File: src/rtl/uart_response_transmitter.sv
// uart_response_transmitter
//
// Formats VT100 response requests from the parser into their reply byte
// sequences and sends them on TxD as 8N1 UART frames, or 8E1 when
// UART_TX_EVEN_PARITY_EN is defined.
//
// Ports:
//   clk        single clock
//   rst        synchronous active-high reset
//   reqValid   request strobe, accepted when reqReady is high
//   reqType    0 = DSR, 1 = CPR, 2 = DA, 3 = raw byte
//   reqByte    payload for raw-byte requests
//   cursorRow  0-based row, latched at accept
//   cursorCol  0-based column, latched at accept
//   reqReady   block is idle and can take a request
//   busy       a reply sequence is in progress
//   TxD        serial output, idles high
//
// Optional feature macro: UART_TX_EVEN_PARITY_EN (even parity bit after the data bits).

module uart_response_transmitter #(
    parameter int ClkFrequency = 100_000_000,
    parameter int Baud         = 115200,
    parameter int CoordWidth   = 8
) (
    input  logic                  clk,
    input  logic                  rst,
    input  logic                  reqValid,
    input  logic [1:0]            reqType,
    input  logic [7:0]            reqByte,
    input  logic [CoordWidth-1:0] cursorRow,
    input  logic [CoordWidth-1:0] cursorCol,
    output logic                  reqReady,
    output logic                  busy,
    output logic                  TxD
);

    localparam int Div   = ClkFrequency / Baud;
    localparam int CntW  = $clog2(Div);
    localparam int VW    = CoordWidth + 1;
    localparam int StepW = $clog2(VW + 1);
`ifdef UART_TX_EVEN_PARITY_EN
    localparam int FrameBits = 11;
`else
    localparam int FrameBits = 10;
`endif

    if (ClkFrequency / Baud < 16) begin : gBaudTooFast
        $error("uart_response_transmitter: ClkFrequency/Baud must be at least 16");
    end
    if (CoordWidth < 1 || CoordWidth > 9) begin : gBadCoordWidth
        $error("uart_response_transmitter: CoordWidth must be in 1..9");
    end

    typedef enum logic [1:0] {IDLE, LOAD, FRAME, NEXT} state_t;

    state_t                 state_q;
    logic                   txd_q;
    logic                   busy_q;
    logic                   ready_q;
    logic [1:0]             type_q;
    logic [7:0]             raw_q;
    logic [3:0]             byteIdx_q;
    logic [FrameBits-1:0]   shift_q;
    logic [CntW-1:0]        bitCnt_q;
    logic [3:0]             bitIdx_q;

    logic [VW-1:0]          rowBin_q, rowBin_d;
    logic [VW-1:0]          colBin_q, colBin_d;
    logic [11:0]            rowBcd_q, rowBcd_d;
    logic [11:0]            colBcd_q, colBcd_d;
    logic [StepW-1:0]       step_q, step_d;

    logic                   accept;
    logic [3:0]             rowDigits, colDigits, seqLen;
    logic [7:0]             curByte;
    logic [FrameBits-1:0]   frameWord;

    assign accept   = reqValid && ready_q;
    assign reqReady = ready_q;
    assign busy     = busy_q;
    assign TxD      = txd_q;

    // One double-dabble iteration: add 3 to every BCD digit >= 5, then shift
    // the next binary bit in from the right.
    function automatic logic [11:0] ddStep(input logic [11:0] bcd, input logic inBit);
        logic [11:0] r;
        r = bcd;
        for (int i = 0; i < 3; i++) begin
            if (r[i*4 +: 4] >= 4'd5) begin
                r[i*4 +: 4] = r[i*4 +: 4] + 4'd3;
            end
        end
        return {r[10:0], inBit};
    endfunction

    // Decimal digits printed for a converted value, without leading zeros.
    function automatic logic [3:0] digitCount(input logic [11:0] bcd);
        if (bcd[11:8] != 4'd0) begin
            return 4'd3;
        end else if (bcd[7:4] != 4'd0) begin
            return 4'd2;
        end
        return 4'd1;
    endfunction

    // ASCII for the BCD digit at position pos (0 = hundreds, 2 = ones).
    function automatic logic [7:0] pickDigit(input logic [11:0] bcd, input logic [3:0] pos);
        case (pos)
            4'd0:    return {4'h3, bcd[11:8]};
            4'd1:    return {4'h3, bcd[7:4]};
            default: return {4'h3, bcd[3:0]};
        endcase
    endfunction

    // Row and column conversions run side by side, VW iterations after accept,
    // finishing long before the first digit byte is loaded.
    always_comb begin
        rowBin_d = rowBin_q;
        colBin_d = colBin_q;
        rowBcd_d = rowBcd_q;
        colBcd_d = colBcd_q;
        step_d   = step_q;
        if (accept) begin
            rowBin_d = {1'b0, cursorRow} + VW'(1);
            colBin_d = {1'b0, cursorCol} + VW'(1);
            rowBcd_d = '0;
            colBcd_d = '0;
            step_d   = StepW'(VW);
        end else if (step_q != '0) begin
            rowBcd_d = ddStep(rowBcd_q, rowBin_q[VW-1]);
            colBcd_d = ddStep(colBcd_q, colBin_q[VW-1]);
            rowBin_d = rowBin_q << 1;
            colBin_d = colBin_q << 1;
            step_d   = step_q - StepW'(1);
        end
    end

    always_ff @(posedge clk) begin
        if (rst) begin
            rowBin_q <= '0;
            colBin_q <= '0;
            rowBcd_q <= '0;
            colBcd_q <= '0;
            step_q   <= '0;
        end else begin
            rowBin_q <= rowBin_d;
            colBin_q <= colBin_d;
            rowBcd_q <= rowBcd_d;
            colBcd_q <= colBcd_d;
            step_q   <= step_d;
        end
    end

    assign rowDigits = digitCount(rowBcd_q);
    assign colDigits = digitCount(colBcd_q);

    // Byte at position byteIdx_q of the reply sequence for the latched request.
    always_comb begin
        curByte = 8'h00;
        case (type_q)
            2'd0: begin
                case (byteIdx_q)
                    4'd0:    curByte = 8'h1B;
                    4'd1:    curByte = 8'h5B;
                    4'd2:    curByte = 8'h30;
                    default: curByte = 8'h6E;
                endcase
            end
            2'd1: begin
                if (byteIdx_q == 4'd0) begin
                    curByte = 8'h1B;
                end else if (byteIdx_q == 4'd1) begin
                    curByte = 8'h5B;
                end else if (byteIdx_q < 4'd2 + rowDigits) begin
                    curByte = pickDigit(rowBcd_q, byteIdx_q + 4'd1 - rowDigits);
                end else if (byteIdx_q == 4'd2 + rowDigits) begin
                    curByte = 8'h3B;
                end else if (byteIdx_q < 4'd3 + rowDigits + colDigits) begin
                    curByte = pickDigit(colBcd_q, byteIdx_q - rowDigits - colDigits);
                end else begin
                    curByte = 8'h52;
                end
            end
            2'd2: begin
                case (byteIdx_q)
                    4'd0:    curByte = 8'h1B;
                    4'd1:    curByte = 8'h5B;
                    4'd2:    curByte = 8'h3F;
                    4'd3:    curByte = 8'h31;
                    4'd4:    curByte = 8'h3B;
                    4'd5:    curByte = 8'h30;
                    default: curByte = 8'h63;
                endcase
            end
            default: curByte = raw_q;
        endcase
    end

    always_comb begin
        case (type_q)
            2'd0:    seqLen = 4'd4;
            2'd1:    seqLen = 4'd4 + rowDigits + colDigits;
            2'd2:    seqLen = 4'd7;
            default: seqLen = 4'd1;
        endcase
    end

    // Frame is shifted out LSB first: start bit, data, optional parity, stop.
`ifdef UART_TX_EVEN_PARITY_EN
    assign frameWord = {1'b1, ^curByte, curByte, 1'b0};
`else
    assign frameWord = {1'b1, curByte, 1'b0};
`endif

    // TxD is registered from shift_q[0], so the line lags the FRAME state by
    // one cycle; this overlap with NEXT gives the two-cycle inter-byte gap.
    always_ff @(posedge clk) begin
        if (rst) begin
            state_q   <= IDLE;
            txd_q     <= 1'b1;
            busy_q    <= 1'b0;
            ready_q   <= 1'b1;
            type_q    <= 2'd0;
            raw_q     <= 8'h00;
            byteIdx_q <= 4'd0;
            shift_q   <= '0;
            bitCnt_q  <= '0;
            bitIdx_q  <= 4'd0;
        end else begin
            case (state_q)
                IDLE: begin
                    txd_q <= 1'b1;
                    if (accept) begin
                        type_q    <= reqType;
                        raw_q     <= reqByte;
                        byteIdx_q <= 4'd0;
                        state_q   <= LOAD;
                        busy_q    <= 1'b1;
                        ready_q   <= 1'b0;
                    end
                end
                LOAD: begin
                    shift_q  <= frameWord;
                    bitCnt_q <= '0;
                    bitIdx_q <= 4'd0;
                    state_q  <= FRAME;
                end
                FRAME: begin
                    txd_q <= shift_q[0];
                    if (bitCnt_q == CntW'(Div - 1)) begin
                        bitCnt_q <= '0;
                        shift_q  <= shift_q >> 1;
                        if (bitIdx_q == 4'(FrameBits - 1)) begin
                            state_q <= NEXT;
                        end else begin
                            bitIdx_q <= bitIdx_q + 4'd1;
                        end
                    end else begin
                        bitCnt_q <= bitCnt_q + CntW'(1);
                    end
                end
                NEXT: begin
                    txd_q <= 1'b1;
                    if (byteIdx_q + 4'd1 < seqLen) begin
                        byteIdx_q <= byteIdx_q + 4'd1;
                        state_q   <= LOAD;
                    end else begin
                        state_q <= IDLE;
                        busy_q  <= 1'b0;
                        ready_q <= 1'b1;
                    end
                end
                default: state_q <= IDLE;
            endcase
        end
    end

endmodule

File: config.mk
export PLATFORM = sky130hd
export DESIGN_NAME = uart_response_transmitter
export DESIGN_NICKNAME = d
export VERILOG_FILES = /design/src/rtl/uart_response_transmitter.sv
export SDC_FILE = /design/constraint.sdc
export NUM_CORES = 1
export LEC_CHECK = 0
export CAP_MARGIN = 25
export CORE_ASPECT_RATIO = 0.75
export CORE_MARGIN = 3
export CORE_UTILIZATION = 55
export CTS_CLUSTER_SIZE = 14
export DETAILED_ROUTE_END_ITERATION = 8
export MAX_ROUTING_LAYER = met4
export PLACE_DENSITY = 0.77
export SLEW_MARGIN = 10
export SYNTH_ARGS = -nofsm -noshare
export SYNTH_HDL_FRONTEND = slang
export SYNTH_SLANG_ARGS = --single-unit
File: constraint.sdc
create_clock -name clk -period 3.3 [get_ports clk]
set_input_delay 0.99 -clock clk [delete_from_list [all_inputs] [get_ports clk]]
set_output_delay 0.99 -clock clk [all_outputs]
set_load 0.02 [all_outputs]
==> out/metrics.cfg <==
[placed_design]
dp_hpwl_um = 10100
routabilityCongestion = 1.00
place_ws_ns = 0.0350
io_buffers = 31
post_dp_cell_area_um2 = 6330
dpl.cell_count = 893

[timing]
fin_worst_skew_ns = 0.00846
worst_hold_slack_ns = 0.456
slew_violations = 0
hold_viol = 0
finalWorstSetupSlack_ns = 0.0737
maxSlewHeadroom = 0.526
setup_viol = 0
fmax_ghz = 0.310
finalCritPeriodShare = 0.978
tightest_slew_ns = 0.712
period_minus_slack_ns = 3.23

[status]
status = completed

[drt]
antenna_left = 0
firstDrtPassIters = 5
vias = 5291
wl_um = 13700
drc = 0
viasPerCell = 5.82
drt_iter0_markers = 370
avgRoutedWirePerCell_um = 15.1

[grt]
grt_first_pass_wirelength_um = 22900
grt_pass1_vias = 4885
grt_max_degree = 37
antenna_found_initial = 0
overflow = 0
grtUsageTotal = 0.239

[synthesis]
synthesis.area_um2 = 5820
synthFlopType = dfxtp_1
yosys_warnings = 0
synth-seq-cells = 89
netlist_instances = 744
synth_edf_count = 0
synth_nets = 828
async_flop_share = 0
synth_area_per_cell_um2 = 7.83
synth_top_area_share = 0.306
yosysMostFrequentCell = nand2_1
synth_common_cells = nand2_1 (123), dfxtp_1 (89), a21oi_1 (72), nor2_1 (63), ha_1 (51)
netlist_top_cells_area = dfxtp_1 (31%), ha_1 (11%), nand2_1 (7.9%), a21oi_1 (6.2%), nor2_1 (4.1%)
seq_area_frac_synth = 0.306
synth.distinct_cells = 70
synth_area_leader_cell = dfxtp_1

[hold_path]
hold_class = reg -> reg

[clock_tree]
clk_latency_ns = 0.35
clock_sink_count = 89
cts_hold_buf = 0
clkTransAtPathRegs_ns = 0.07
cts.path.max_buffers = 2
numCtsBuffers = 9
cts_tree = built
h-tree-depth = 3
clockRootBuffer = clkbuf_16

[worst_setup_path]
path_buf_inv = 2
cp_data_arrival_time_ns = 3.46
crit_required_ns = 3.53
endpoint_kind = flop
critPathKind = reg -> reg
critical-path-top-delay-family = adder cells
critPathMaxFanout = 4
path_cells = inv_2, ha_2, nand2_1, nor2_4, inv_2, fa_1, ha_2, nor2_4, fa_2, nand4b_1, mux2_4, and3_1, a311o_1
slowest_delay_ns = 0.54
start_kind = flop
slowest_stage = fa_2

[power]
peakVddDrop_v = 0.000411
power_density_nw_per_um2 = 585
leakagePower_uw = 0.00252

[floorplan]
dieWidth_um = 125
rows = 31
die_h_um = 95.1
ios = 32
initial_core_util = 0.584
die_area_um2 = 11900
coreArea_um2 = 9970

[job]
maxCapViolations = 0

[finish]
layoutNonFillerInstCount = 909
nNetsFinal = 856
drive_gt1_frac = 0.0991
fin_area_um2 = 6690
fin_util = 0.671
antenna_cells_inserted = 0
area_growth_pct = 14.8

==> logic make-up after synthesis <==
| kind of cell | count (synthesis) | synth area share |
|---|---|---|
| flip-flops | 89 | 0.306 |
| AO/OA/AOI/OAI | 172 | 0.185 |
| multiplexers | 11 | 0.0200 |
| buffers and inverters | 77 | 0.0550 |
| adder cells (fa/ha/maj) | 55 | 0.123 |
| XOR/XNOR | 41 | 0.0675 |
| AND/OR/NAND/NOR | 299 | 0.244 |
==> per-layer routing <==
layer  global-route usage  part of all wire  wire length, µm
met3               0.0493             0.060              830
met4               0.0740             0.013              173
met5                    -                 0                0
met2                0.375              0.45             6120
met1                0.314              0.48             6620
==> layout by cell type (no fill, tap or decap), types with 5 or more instances in the layout <==
cell type	instances
a211oi_1	7
a21oi_1	72
a311oi_1	14
a31oi_1	10
and2_1	6
and3_1	7
buf_4	24
clkbuf_16	9
clkdlybuf4s50_1	30
dfxtp_1	85
ha_1	45
inv_1	32
inv_2	7
mux2i_1	6
nand2_1	122
nand2b_1	12
nand3_1	26
nand3b_1	5
nand4_1	10
nor2_1	61
nor2b_1	9
nor3_1	15
o21ai_0	25
o21ai_1	5
xnor2_1	21
xor2_1	17
==> where the power goes <==
group          switching [µW]  internal, µW  leakage (µW)
logic                     986           511       0.00165
registers                 118          1240      0.000727
clock network             459           600      0.000146
total                    1560          2350       0.00252
==> state kept, by name, indices dropped and copies added, names as in the netlist, 2 cells and up <==
register   count
colBcd_q      12
rowBcd_q      12
bitCnt_q      10
shift_q       10
colBin_q       9
rowBin_q       9
raw_q          8
bitIdx_q       4
byteIdx_q      4
step_q         4
state_q        2
type_q         2
==> tightest hold or removal path, delay by kind of cell, from the launching register on <==
family	cells	cell delay [ns]
AOI/OAI and AO/OA	1	0.05
DFF	1	0.31
and+or+nand+nor	1	0.05
==> through the flow <==
stage	setup TNS [ns]	power [µW]
floorplan	0	2480
global placement	0	2800
detailed placement	0	2840
CTS	0	3910
global route	-0.0217	4160
finish	0	3920
==> path summary, 6_finish.rpt <==
check,cells past startpoint,to,start,slack (ns)
worst min register to register,2,rowBcd_q[0]$_SDFFE_PP0P_,rowBin_q[8]$_SDFFE_PP0P_,0.46
worst min-delay path,2,rowBcd_q[0]$_SDFFE_PP0P_,rowBin_q[8]$_SDFFE_PP0P_,0.46
worst max-delay path,13,shift_q[3]$_SDFFE_PP0P_,colBcd_q[9]$_SDFFE_PP0P_,0.07
worst max register to register,13,shift_q[3]$_SDFFE_PP0P_,colBcd_q[9]$_SDFFE_PP0P_,0.07
==> layout make-up <==
type / instances / area, µm²
Clock buffer: 10 / 229
Clock inverter: 6 / 75.1
Fill cell: 794 / 3280
Inverter: 39 / 146
Multi-Input combinational cell: 578 / 3800
Sequential cell: 89 / 1790
Tap cell: 132 / 165
Timing Repair Buffer: 55 / 485
==> what timing repair did <==
| action | in CTS | in global routing |
|---|---|---|
| setup endpoints to repair | 0 | 11 |
| buffers inserted | 0 | 0 |
| gates resized for setup | 0 | 17 |
Power figures use the tool's default switching activity.
